$ cat src/rtl/control_unit_if.sv
// Bus/control bundle between the instruction sequencer and the datapath.
// master = sequencer side (drives control lines), slave = datapath/stimulus side.
interface control_unit_if;
    logic       Run;
    logic [8:0] DIN;
    logic [7:0] Rout;
    logic       Gout;
    logic       DINout;
    logic       Bout;
    logic       Fout;
    logic [7:0] Rin;
    logic       Ain;
    logic       Gin;
    logic       AddSub;
    logic       Done;
    logic [8:0] IR;

    modport master (
        input  Run, DIN,
        output Rout, Gout, DINout, Bout, Fout, Rin, Ain, Gin, AddSub, Done, IR
    );

    modport slave (
        output Run, DIN,
        input  Rout, Gout, DINout, Bout, Fout, Rin, Ain, Gin, AddSub, Done, IR
    );
endinterface

$ cat src/rtl/control_unit.sv
// Four-step instruction sequencer: fetches a 9-bit instruction into IR on Run
// and steps T0..T3, decoding bus-select and load enables from state and IR.
module control_unit (
    input  logic          Clock,
    input  logic          Resetn,
    control_unit_if.master bus
);

    typedef enum logic [1:0] {
        T0 = 2'd0,
        T1 = 2'd1,
        T2 = 2'd2,
        T3 = 2'd3
    } state_t;

    typedef enum logic [2:0] {
        OP_MV   = 3'b000,
        OP_MVI  = 3'b001,
        OP_ADD  = 3'b010,
        OP_SUB  = 3'b011,
        OP_MVB  = 3'b100,
        OP_MVF  = 3'b101,
        OP_RSV6 = 3'b110,
        OP_RSV7 = 3'b111
    } opcode_t;

    state_t     r_state;
    state_t     w_next;
    logic [8:0] r_ir;

    opcode_t    w_op;
    logic [7:0] w_x_oh;
    logic [7:0] w_y_oh;

    logic [7:0] w_rout;
    logic       w_gout;
    logic       w_dinout;
    logic       w_bout;
    logic       w_fout;
    logic [7:0] w_rin;
    logic       w_ain;
    logic       w_gin;
    logic       w_addsub;
    logic       w_done;

    assign w_op   = opcode_t'(r_ir[8:6]);
    assign w_x_oh = 8'd1 << r_ir[5:3];
    assign w_y_oh = 8'd1 << r_ir[2:0];

    always_ff @(posedge Clock or negedge Resetn) begin
        if (!Resetn) begin
            r_state <= T0;
            r_ir    <= '0;
        end else begin
            r_state <= w_next;
            if (r_state == T0 && bus.Run)
                r_ir <= bus.DIN;
        end
    end

    // Run only steers the next state; every control output decodes state and IR alone.
    always_comb begin
        w_next   = T0;
        w_rout   = '0;
        w_gout   = 1'b0;
        w_dinout = 1'b0;
        w_bout   = 1'b0;
        w_fout   = 1'b0;
        w_rin    = '0;
        w_ain    = 1'b0;
        w_gin    = 1'b0;
        w_addsub = 1'b0;
        w_done   = 1'b0;

        case (r_state)
            T0: begin
                w_next = bus.Run ? T1 : T0;
            end

            T1: begin
                case (w_op)
                    OP_MV: begin
                        w_rout = w_y_oh;
                        w_rin  = w_x_oh;
                        w_done = 1'b1;
                    end
                    OP_MVI: begin
                        w_dinout = 1'b1;
                        w_rin    = w_x_oh;
                        w_done   = 1'b1;
                    end
                    OP_ADD, OP_SUB: begin
                        w_rout = w_x_oh;
                        w_ain  = 1'b1;
                        w_next = T2;
                    end
                    OP_MVB: begin
                        w_bout = 1'b1;
                        w_rin  = w_x_oh;
                        w_done = 1'b1;
                    end
                    OP_MVF: begin
                        w_fout = 1'b1;
                        w_rin  = w_x_oh;
                        w_done = 1'b1;
                    end
                    default: begin
                        w_done = 1'b1;
                    end
                endcase
            end

            T2: begin
                if (w_op == OP_ADD || w_op == OP_SUB) begin
                    w_rout   = w_y_oh;
                    w_gin    = 1'b1;
                    w_addsub = r_ir[6];
                    w_next   = T3;
                end
            end

            T3: begin
                if (w_op == OP_ADD || w_op == OP_SUB) begin
                    w_gout = 1'b1;
                    w_rin  = w_x_oh;
                    w_done = 1'b1;
                end
            end

            default: begin
                w_next = T0;
            end
        endcase
    end

    assign bus.Rout   = w_rout;
    assign bus.Gout   = w_gout;
    assign bus.DINout = w_dinout;
    assign bus.Bout   = w_bout;
    assign bus.Fout   = w_fout;
    assign bus.Rin    = w_rin;
    assign bus.Ain    = w_ain;
    assign bus.Gin    = w_gin;
    assign bus.AddSub = w_addsub;
    assign bus.Done   = w_done;
    assign bus.IR     = r_ir;

endmodule

$ cat src/flat_wrapper.sv
// flat-port wrapper written by rule: the top's interface ports become plain ports
module control_unit_flat 
  (Clock, Resetn, bus_Run, bus_DIN, bus_Rout, bus_Gout, bus_DINout, bus_Bout, bus_Fout, bus_Rin, bus_Ain, bus_Gin, bus_AddSub, bus_Done, bus_IR);
  control_unit_if bus_i ();
  input  logic Clock;
  input  logic Resetn;
  input wire logic [$bits(bus_i.Run)-1:0] bus_Run;
  input wire logic [$bits(bus_i.DIN)-1:0] bus_DIN;
  output wire logic [$bits(bus_i.Rout)-1:0] bus_Rout;
  output wire logic [$bits(bus_i.Gout)-1:0] bus_Gout;
  output wire logic [$bits(bus_i.DINout)-1:0] bus_DINout;
  output wire logic [$bits(bus_i.Bout)-1:0] bus_Bout;
  output wire logic [$bits(bus_i.Fout)-1:0] bus_Fout;
  output wire logic [$bits(bus_i.Rin)-1:0] bus_Rin;
  output wire logic [$bits(bus_i.Ain)-1:0] bus_Ain;
  output wire logic [$bits(bus_i.Gin)-1:0] bus_Gin;
  output wire logic [$bits(bus_i.AddSub)-1:0] bus_AddSub;
  output wire logic [$bits(bus_i.Done)-1:0] bus_Done;
  output wire logic [$bits(bus_i.IR)-1:0] bus_IR;
  assign bus_i.Run = bus_Run;
  assign bus_i.DIN = bus_DIN;
  assign bus_Rout = bus_i.Rout;
  assign bus_Gout = bus_i.Gout;
  assign bus_DINout = bus_i.DINout;
  assign bus_Bout = bus_i.Bout;
  assign bus_Fout = bus_i.Fout;
  assign bus_Rin = bus_i.Rin;
  assign bus_Ain = bus_i.Ain;
  assign bus_Gin = bus_i.Gin;
  assign bus_AddSub = bus_i.AddSub;
  assign bus_Done = bus_i.Done;
  assign bus_IR = bus_i.IR;
  control_unit u_core (.Clock(Clock), .Resetn(Resetn), .bus(bus_i));
endmodule
$ cat config.mk
export PLATFORM = sky130hd
export DESIGN_NAME = control_unit_flat
export DESIGN_NICKNAME = d
export VERILOG_FILES = /design/src/rtl/control_unit_if.sv /design/src/rtl/control_unit.sv /design/src/flat_wrapper.sv
export SDC_FILE = /design/constraint.sdc
export NUM_CORES = 1
export LEC_CHECK = 0
export CORE_UTILIZATION = 33
export CTS_CLUSTER_DIAMETER = 120
export DETAILED_ROUTE_END_ITERATION = 10
export HOLD_SLACK_MARGIN = 0.06
export PLACE_DENSITY = 0.79
export SYNTH_ARGS = -nofsm -noshare
export SYNTH_HDL_FRONTEND = slang
export SYNTH_SLANG_ARGS = --single-unit
export TNS_END_PERCENT = 20
$ cat constraint.sdc
create_clock -name Clock -period 1.5 [get_ports Clock]
set_input_delay 0.225 -clock Clock [delete_from_list [all_inputs] [get_ports Clock]]
set_output_delay 0.225 -clock Clock [all_outputs]
set_load 0.005 [all_outputs]
* Yosys cells after proc, flatten, opt, wreduce, memory -nomap -nowiden
Index checks and enable logic that the tools add are counted.
** Word-level totals
- Register bits :: 11
- Input bits :: 12
- Output and inout bits :: 33
- Logic and storage cells :: 43
** Operators by class
- Eq/ne operators :: 8
- Shift-type cells :: 2
- Muxes and demuxes :: 25
- Reduce and logical (&&, ||, !) cells :: 6
** Operators by type and width (number)
- 8-bit one-hot mux with 2 select lines :: 3
- 8-bit two-way mux :: 3
- 1-bit by 3-bit << shifter with 8-bit output (first input constant) :: 2
- 1-bit two-way mux :: 15
- 3-bit by 2-bit equality test with 1-bit output (second input constant) :: 2
- 3-bit equality test (second input constant) :: 2
- 2-bit one-hot mux with 3 select lines :: 1
- 2-bit equality test (second input constant) :: 2
- 2-bit two-way mux :: 2
- 4-bit OR reduction :: 1
- 3-bit by 1-bit equality test with 1-bit output (second input constant) :: 1
- 3-bit zero test :: 1
- 2-bit by 1-bit equality test with 1-bit output (second input constant) :: 1
- 2-bit zero test :: 1
- 1-bit one-hot mux with 2 select lines :: 1
- 2-bit OR reduction :: 1
- 1-bit logical AND :: 1
- 1-bit logical OR :: 1

* Logic depth before layout (Yosys ltp)
Gate-level depths: netlist of the first run.
- Depth in word-level cells :: 4
- Gate-level depth with buffers :: 5
- Mapped depth without buffers :: 5

* Worst setup path before layout of the first run
OpenSTA, ideal clock, no wires.
- Path type :: flip-flop to output port
- Start point :: register u_core.r_state[0]
- End point :: output port bus_Rout[4]
- Data arrival time :: 1.435 ns
- Required time :: 1.275 ns
- Path slack :: -0.160 ns
- Cell stages (with the launch flop) :: 6
- Cells stage by stage :: dfrtp_1 inv_1 ha_1 nor2b_4 or3b_4 o22ai_1
** On the way
- Word-level cells in the longest chain between the ends :: 2
- Elaborated cells on any way between the ends :: 3
- Those cells by class :: eq/ne: 2; mux: 1
** RTL lines
- start: declaration :: line control_unit.sv:27 : state_t r_state;
- start signal: assignment :: line control_unit.sv:55 : r_state <= w_next;
- 2-bit equality test / 2-bit by 1-bit equality test with 1-bit output (equally long branches) :: line control_unit.sv:75 : case (r_state)
- 8-bit one-hot mux with 2 select lines * :: line control_unit.sv:75
- end: declaration :: line flat_wrapper.sv:9 : output wire logic [$bits(bus_i.Rout)-1:0] bus_Rout;
Mark *: on every way between the ends. The rest lies on a longest branch, timed or not.

* Worst setup path in the final report of the first run
Ends and elaborated chain as after synthesis.

==> results.toml, run 1 <==
[run_status]
status = "finished with violations"
violations = "setup timing"

[setup_path]
arrival_ns = 1.89
end_kind = "primary output"
crit_path_max_fanout = 4
cp-start-kind = "flop"
worstSetupPathType = "flop to primary output"
worstPathRequired_ns = 1.27

[logic_synthesis]
syn_nets = 95
syn_area_um2 = 752.0
synth-seq-area-share = 0.3661
synthDistinctLibCells = 26
syn_avg_cell_area_um2 = 9.519
yosysWarnings = 0
synth-seq-cells = 11
postSynthCellCount = 79

[power_and_ir_drop]
sw_frac_of_total = 0.3962
power_frac_seq = 0.226
p_total_mw = 2.948
p_leak_nw = 0.7526
p_int_mw = 1.780
clkPwrFrac = 0.065
p_per_area_mw_per_mm2 = 1855
combPwrFrac = 0.709
max-vdd-ir-drop_mv = 1.436
power_switching_mw = 1.168

[global_route]
grt_max_degree = 12
grt_pass1_wl_um = 4664
grt_antenna_before_repair = 0
grt_usage = 0.2471
grt_pass1_vias = 1012
grt_overflow = 0

[sta]
fin_ws_ns = -0.6128
slew_viol_final = 0
hold_violations = 0
final.setup_skew_ns = 0.001921
rsz0062_at_grt = "yes"
worst_pin_slew_ns = 0.4736
post-route-min-period_ns = 2.113
setup_violations = 25
fin_crit_sh = 1.409
clock.fmax_mhz = 473.3
max-slew-margin-rel = 0.6833

[drt]
drc = 0
post_drt_wl_per_cell_um = 15.28
routed_wl_um = 2826
firstDrtPassIters = 5
dr_total_vias = 945
final_antenna_net_count = 0
first_iter_violations = 18
viasPerCell = 5.108

[clocking]
cts_tree = "yes"
clock_path_buffers = 2
clock_latency_ns = 0.26
clkSinkCount = 11
htreeDepth = 1
clkTransAtPathRegs_ns = 0.06
clockRootBuffer = "clkbuf_4"
hold_buffers = 0
cts_buffers = 3

[cells_and_area]
syn_to_final_growth_pct = 111.3
final_util = 0.7782
fin_area_mm2 = 0.001589
n_antenna_cell = 0
fillers = 138
finalNetCount = 175
drive_gt1_frac = 0.5886

[floorplanning]
core_mm2 = 0.002042
die_area_mm2 = 0.002474
start_util = 0.3683
num_rows = 16
num_io_pins = 45
die_w_um = 49.74
dieHeight_um = 49.74

[place]
gp_congestion = 0.7406
place_ws_ns = -0.7184
place_area_mm2 = 0.001434
port_buffers = 44
dp_hpwl_um = 1842

[run]
cap_viol_max_count = 0

[hold_path]
hp-class = "input port to async pin"
[synth_stat cells]
cell type  count  area share
nor2_1        12       0.060
dfrtp_1       11        0.37
mux2_2        10        0.15
nand2_1        6       0.030
ha_1           4       0.067
inv_1          4       0.020
o22ai_1        4       0.033
o32ai_1        4       0.047
a21oi_1        2       0.013
and3b_2        2       0.027
nand2b_1       2       0.017
nand3_1        2       0.013
nand3b_1       2       0.020
or2_2          2       0.017
and2_1         1      0.0083
and2b_2        1       0.012
and3_1         1      0.0083
and3_2         1       0.010
nand4_1        1      0.0083
nor2b_1        1      0.0083
nor2b_4        1       0.018
nor3b_1        1       0.010
o21ai_0        1      0.0066
o21ai_1        1      0.0066
o21bai_1       1       0.010
or3b_4         1       0.015
[worst max-delay path, stage by stage, from the launching register on]
cell,delay [ns]
dfrtp_1,0.41
inv_2,0.08
ha_4,0.27
nor2b_4,0.15
or3b_4,0.43
o22ai_2,0.16
buf_2,0.13
[registers in the layout, summed over array words and instances (netlist names)]
register / count
u_core.r_state: 2
u_core.bus.IR: 9
[cell type report]
cell class | count | area, um^2 | area share
sequential | 11 | 276.5 | 0.1740
multi-input combinational | 64 | 598.1 | 0.3764
clock buffer | 4 | 26.28 | 0.01654
timing repair buffer | 75 | 639.4 | 0.4024
inverter | 4 | 15.01 | 0.009449
tap | 27 | 33.78 | 0.02126
[layout by cell type (no fill, tap or decap), types with 4 or more instances in the layout]
master and count:
buf_4 19, clkdlybuf4s50_1 14, nor2_2 5, clkbuf_2 5
dlygate4sd2_1 10, nor2_1 7, mux2_2 10, o32ai_2 4
buf_6 13, nand2_1 5, dfrtp_1 10, buf_2 10
[path summary, 6_finish.rpt]
check                                             start                           end  slack, ns  cells after the start
setup / recovery            u_core.r_state[0]$_DFF_PN0_                   bus_Rout[4]      -0.61                      6
hold / removal                                   Resetn  u_core.bus.IR[6]$_DFFE_PN0P_       0.29                      1
setup reg to reg            u_core.r_state[0]$_DFF_PN0_   u_core.r_state[1]$_DFF_PN0_       0.15                      6
hold reg to reg            u_core.bus.IR[3]$_DFFE_PN0P_  u_core.bus.IR[3]$_DFFE_PN0P_       0.69                      2
max in group asynchronous                        Resetn  u_core.bus.IR[7]$_DFFE_PN0P_       0.87                      1
min in group Clock                           bus_DIN[6]  u_core.bus.IR[6]$_DFFE_PN0P_       0.58                      2
[power groups by stage]
stage                     clock network (mW)  logic (mW)  registers, mW
after global placement                     0        1.69          0.596
after global routing                   0.215        2.24          0.688
after detailed placement                   0        1.74          0.604
after CTS                              0.194        1.96          0.629
final                                  0.191        2.09          0.666
after floorplan                            0       0.634          0.645
[layer usage]
metal | part of all wire | track usage | wire length, um | vias to the layer above
li1 | - | - | - | 445
met5 | 0 | 0 | 0 | -
met1 | 0.40 | 0.2835 | 1127 | 457
met2 | 0.55 | 0.4640 | 1547 | 39
met3 | 0.043 | 0.04012 | 122 | 4
met4 | 0.010 | 0.06667 | 29 | 0
[kinds of logic after synthesis]
| kind of cell | Yosys count | synth area share |
|---|---|---|
| AOI/OAI and AO/OA | 13 | 0.1165 |
| adders and majority gates | 4 | 0.06656 |
| buffers and inverters | 4 | 0.01996 |
| DFF | 11 | 0.3661 |
| muxes | 10 | 0.1498 |
| and+or+nand+nor | 37 | 0.2812 |
[per-stage QoR]
step / std cells / TNS, ns / hold slack [ns]
global route: 185 / -12.63 / 0.3246
finish: 185 / -10.97 / 0.2860
floorplan: 79 / -0.6302 / -0.07059
global placement: 176 / -11.19 / 0.5755
CTS: 184 / -11.00 / 0.3004
detailed placement: 176 / -12.02 / 0.5812
[what timing repair did]
action,CTS,global route
resized for setup,89,26
pin swaps,8,3
gates cloned,0,0
buffers inserted,4,1
endpoints found under the setup margin,31,31
Note: power is estimated with default switching activity, not from simulation.
==> inputs of run 2 (changes only) <==
ABC_CLOCK_PERIOD_IN_PS = 1500   (was not set)
CTS_CLUSTER_SIZE = 25   (was not set)
==> results of run 2 <==
The final DEF is identical to that of run 1; final timing and power are the same.
==> inputs of run 3 (changes only) <==
PLACE_DENSITY = not set   (was 0.79)
PLACE_DENSITY_LB_ADDON = 0.25   (was not set)
==> run 3 against run 2 <==
  * The flow still finishes with violations (setup timing)
  * Cell count is 3.8% higher
  * Die area did not move
  * Critical endpoint is now bus_Rout[2]
  * Non-clock buffer count is 7 higher
  * Wire length rose by 1.7%
  * Via count rose by 2.2%
  * Critical path depth increased by 1
  * Global-route usage rose by 1.2 points
  * Utilization increased by 4.5 points
==> results.toml, run 3 (synthesis gave the netlist of run 1 again) <==
[sta]
max-slew-margin-rel = 0.6892
post-route-min-period_ns = 2.133
clock.fmax_mhz = 468.8
finalSetupTns_ns = -12.50
final.setup_skew_ns = 0.0002410
fin_ws_ns = -0.6331
setup_violations = 25
fin_crit_sh = 1.422
rsz0062_at_grt = "yes"
slew_viol_final = 0
worst_pin_slew_ns = 0.4648
hold_violations = 0

[setup_path]
arrival_ns = 1.91
path_delay_family = "simple AND/OR/NAND/NOR gates"
r2r_start = "u_core.r_state[0]$_DFF_PN0_"
end_kind = "primary output"
r2r_end = "u_core.r_state[1]$_DFF_PN0_"
critical_path_buf_inv_count = 3
startpoint = "u_core.r_state[0]$_DFF_PN0_"
crit_chain = "inv_2, ha_4, nor2b_4, or3b_4, buf_6, o32ai_4, buf_2"
slowest_stage = "or3b_4"
worstPathRequired_ns = 1.27
max_stage_delay_ns = 0.39
worstSetupPathType = "flop to primary output"
cp-start-kind = "flop"
crit_path_max_fanout = 3
rr_worst_depth = 7
r2r_setup_slack_ns = 0.09

[drt]
firstDrtPassIters = 4
final_antenna_net_count = 0
viasPerCell = 5.031
post_drt_wl_per_cell_um = 14.96
routed_wl_um = 2873
drc = 0
first_iter_violations = 16
dr_total_vias = 966

[run]
cap_viol_max_count = 0

[place]
dp_hpwl_um = 1939
dp.cells = 179
place_ws_ns = -0.7007
port_buffers = 44
gp_congestion = 0.7519

[run_status]
violations = "setup timing"
status = "finished with violations"

[global_route]
grt_pass1_vias = 1010
grt_usage = 0.2589
grt_overflow = 0
grt_pass1_wl_um = 4892
grt_antenna_before_repair = 0
grt_max_degree = 12

[cells_and_area]
fillers = 133
finalNetCount = 182
regArea_um2 = 277.8
final_common_cell = "buf_4"
layout_common_cells = "24 x buf_4, 13 x clkdlybuf4s50_1, 12 x buf_6"
drive_gt1_frac = 0.6242
largest_reg_flops = 9
final_util = 0.8235
syn_to_final_growth_pct = 123.6
n_antenna_cell = 0
multiInputGateArea_um2 = 630.6
layout.cells.non_filler = 192

[clocking]
clkSinkCount = 11
hold_buffers = 0
clkTransAtPathRegs_ns = 0.06
htreeDepth = 1
clockRootBuffer = "clkbuf_4"
clock_latency_ns = 0.25
clock_path_buffers = 2
cts_tree = "yes"
cts_buffers = 3

[floorplanning]
die_area_mm2 = 0.002474
dieHeight_um = 49.74
num_io_pins = 45
die_w_um = 49.74
num_rows = 16
core_mm2 = 0.002042
start_util = 0.3683

[power_and_ir_drop]
p_per_area_mw_per_mm2 = 1871
max-vdd-ir-drop_mv = 1.398
p_leak_nw = 0.8035

[hold_path]
hp-class = "input port to async pin"
run 3: cell count changes in the layout (fill, tap and decap cells not counted), moves of 2 or more:
cell | before | now
dlygate4sd2_1 | 10 | 6
buf_4 | 19 | 24
nor2_1 | 7 | 11
buf_12 | 0 | 2
clkbuf_2 | 5 | 11
nor2_2 | 5 | 0
run 3: final cells by class:
type                            instances  area share
Clock buffer                            4     0.01563
Inverter                                4    0.008929
Multi-Input combinational cell         64      0.3750
Sequential cell                        11      0.1652
Tap cell                               27     0.02009
Timing Repair Buffer                   82      0.4152
run 3: repair_timing:
action | in CTS | in global routing
pin swaps | 11 | 7
buffers inserted | 5 | 4
gates resized for setup | 108 | 19
setup endpoints to repair | 31 | 27
run 3: worst max path at each step:
stage / to / cells past startpoint
3_3_place_gp: bus_Rout[2] / 6
5_1_grt: bus_Rin[2] / 10
6_report: bus_Rout[2] / 7
3_5_place_dp: bus_Rout[1] / 6
4_1_cts: bus_Rout[4] / 7
2_1_floorplan: bus_Rout[0] / 5
run 3: stage by stage:
step	hold WS [ns]	instance area [um^2]	power (mW)
4_1_cts	0.3016	1677	3.005
2_1_floorplan	-0.07059	764.5	1.279
3_5_place_dp	0.5804	1469	2.442
6_report	0.2891	1682	3.147
5_1_grt	0.3114	1682	3.360
3_3_place_gp	0.5738	1469	2.381
run 3: report_power, final:
part,leakage (nW),total (mW),internal [mW],switching [mW]
logic,0.659,2.30,1.38,0.926
clock network,0.0150,0.188,0.102,0.0856
registers,0.129,0.654,0.451,0.203
total,0.804,3.15,1.93,1.21
run 3: layer usage:
metal | up-vias | global-route usage | share of wire
met5 | - | 0 | 0
met4 | 0 | 0.1000 | 0.027
met3 | 8 | 0.03704 | 0.046
met2 | 36 | 0.4595 | 0.50
met1 | 459 | 0.3109 | 0.43
li1 | 463 | - | -
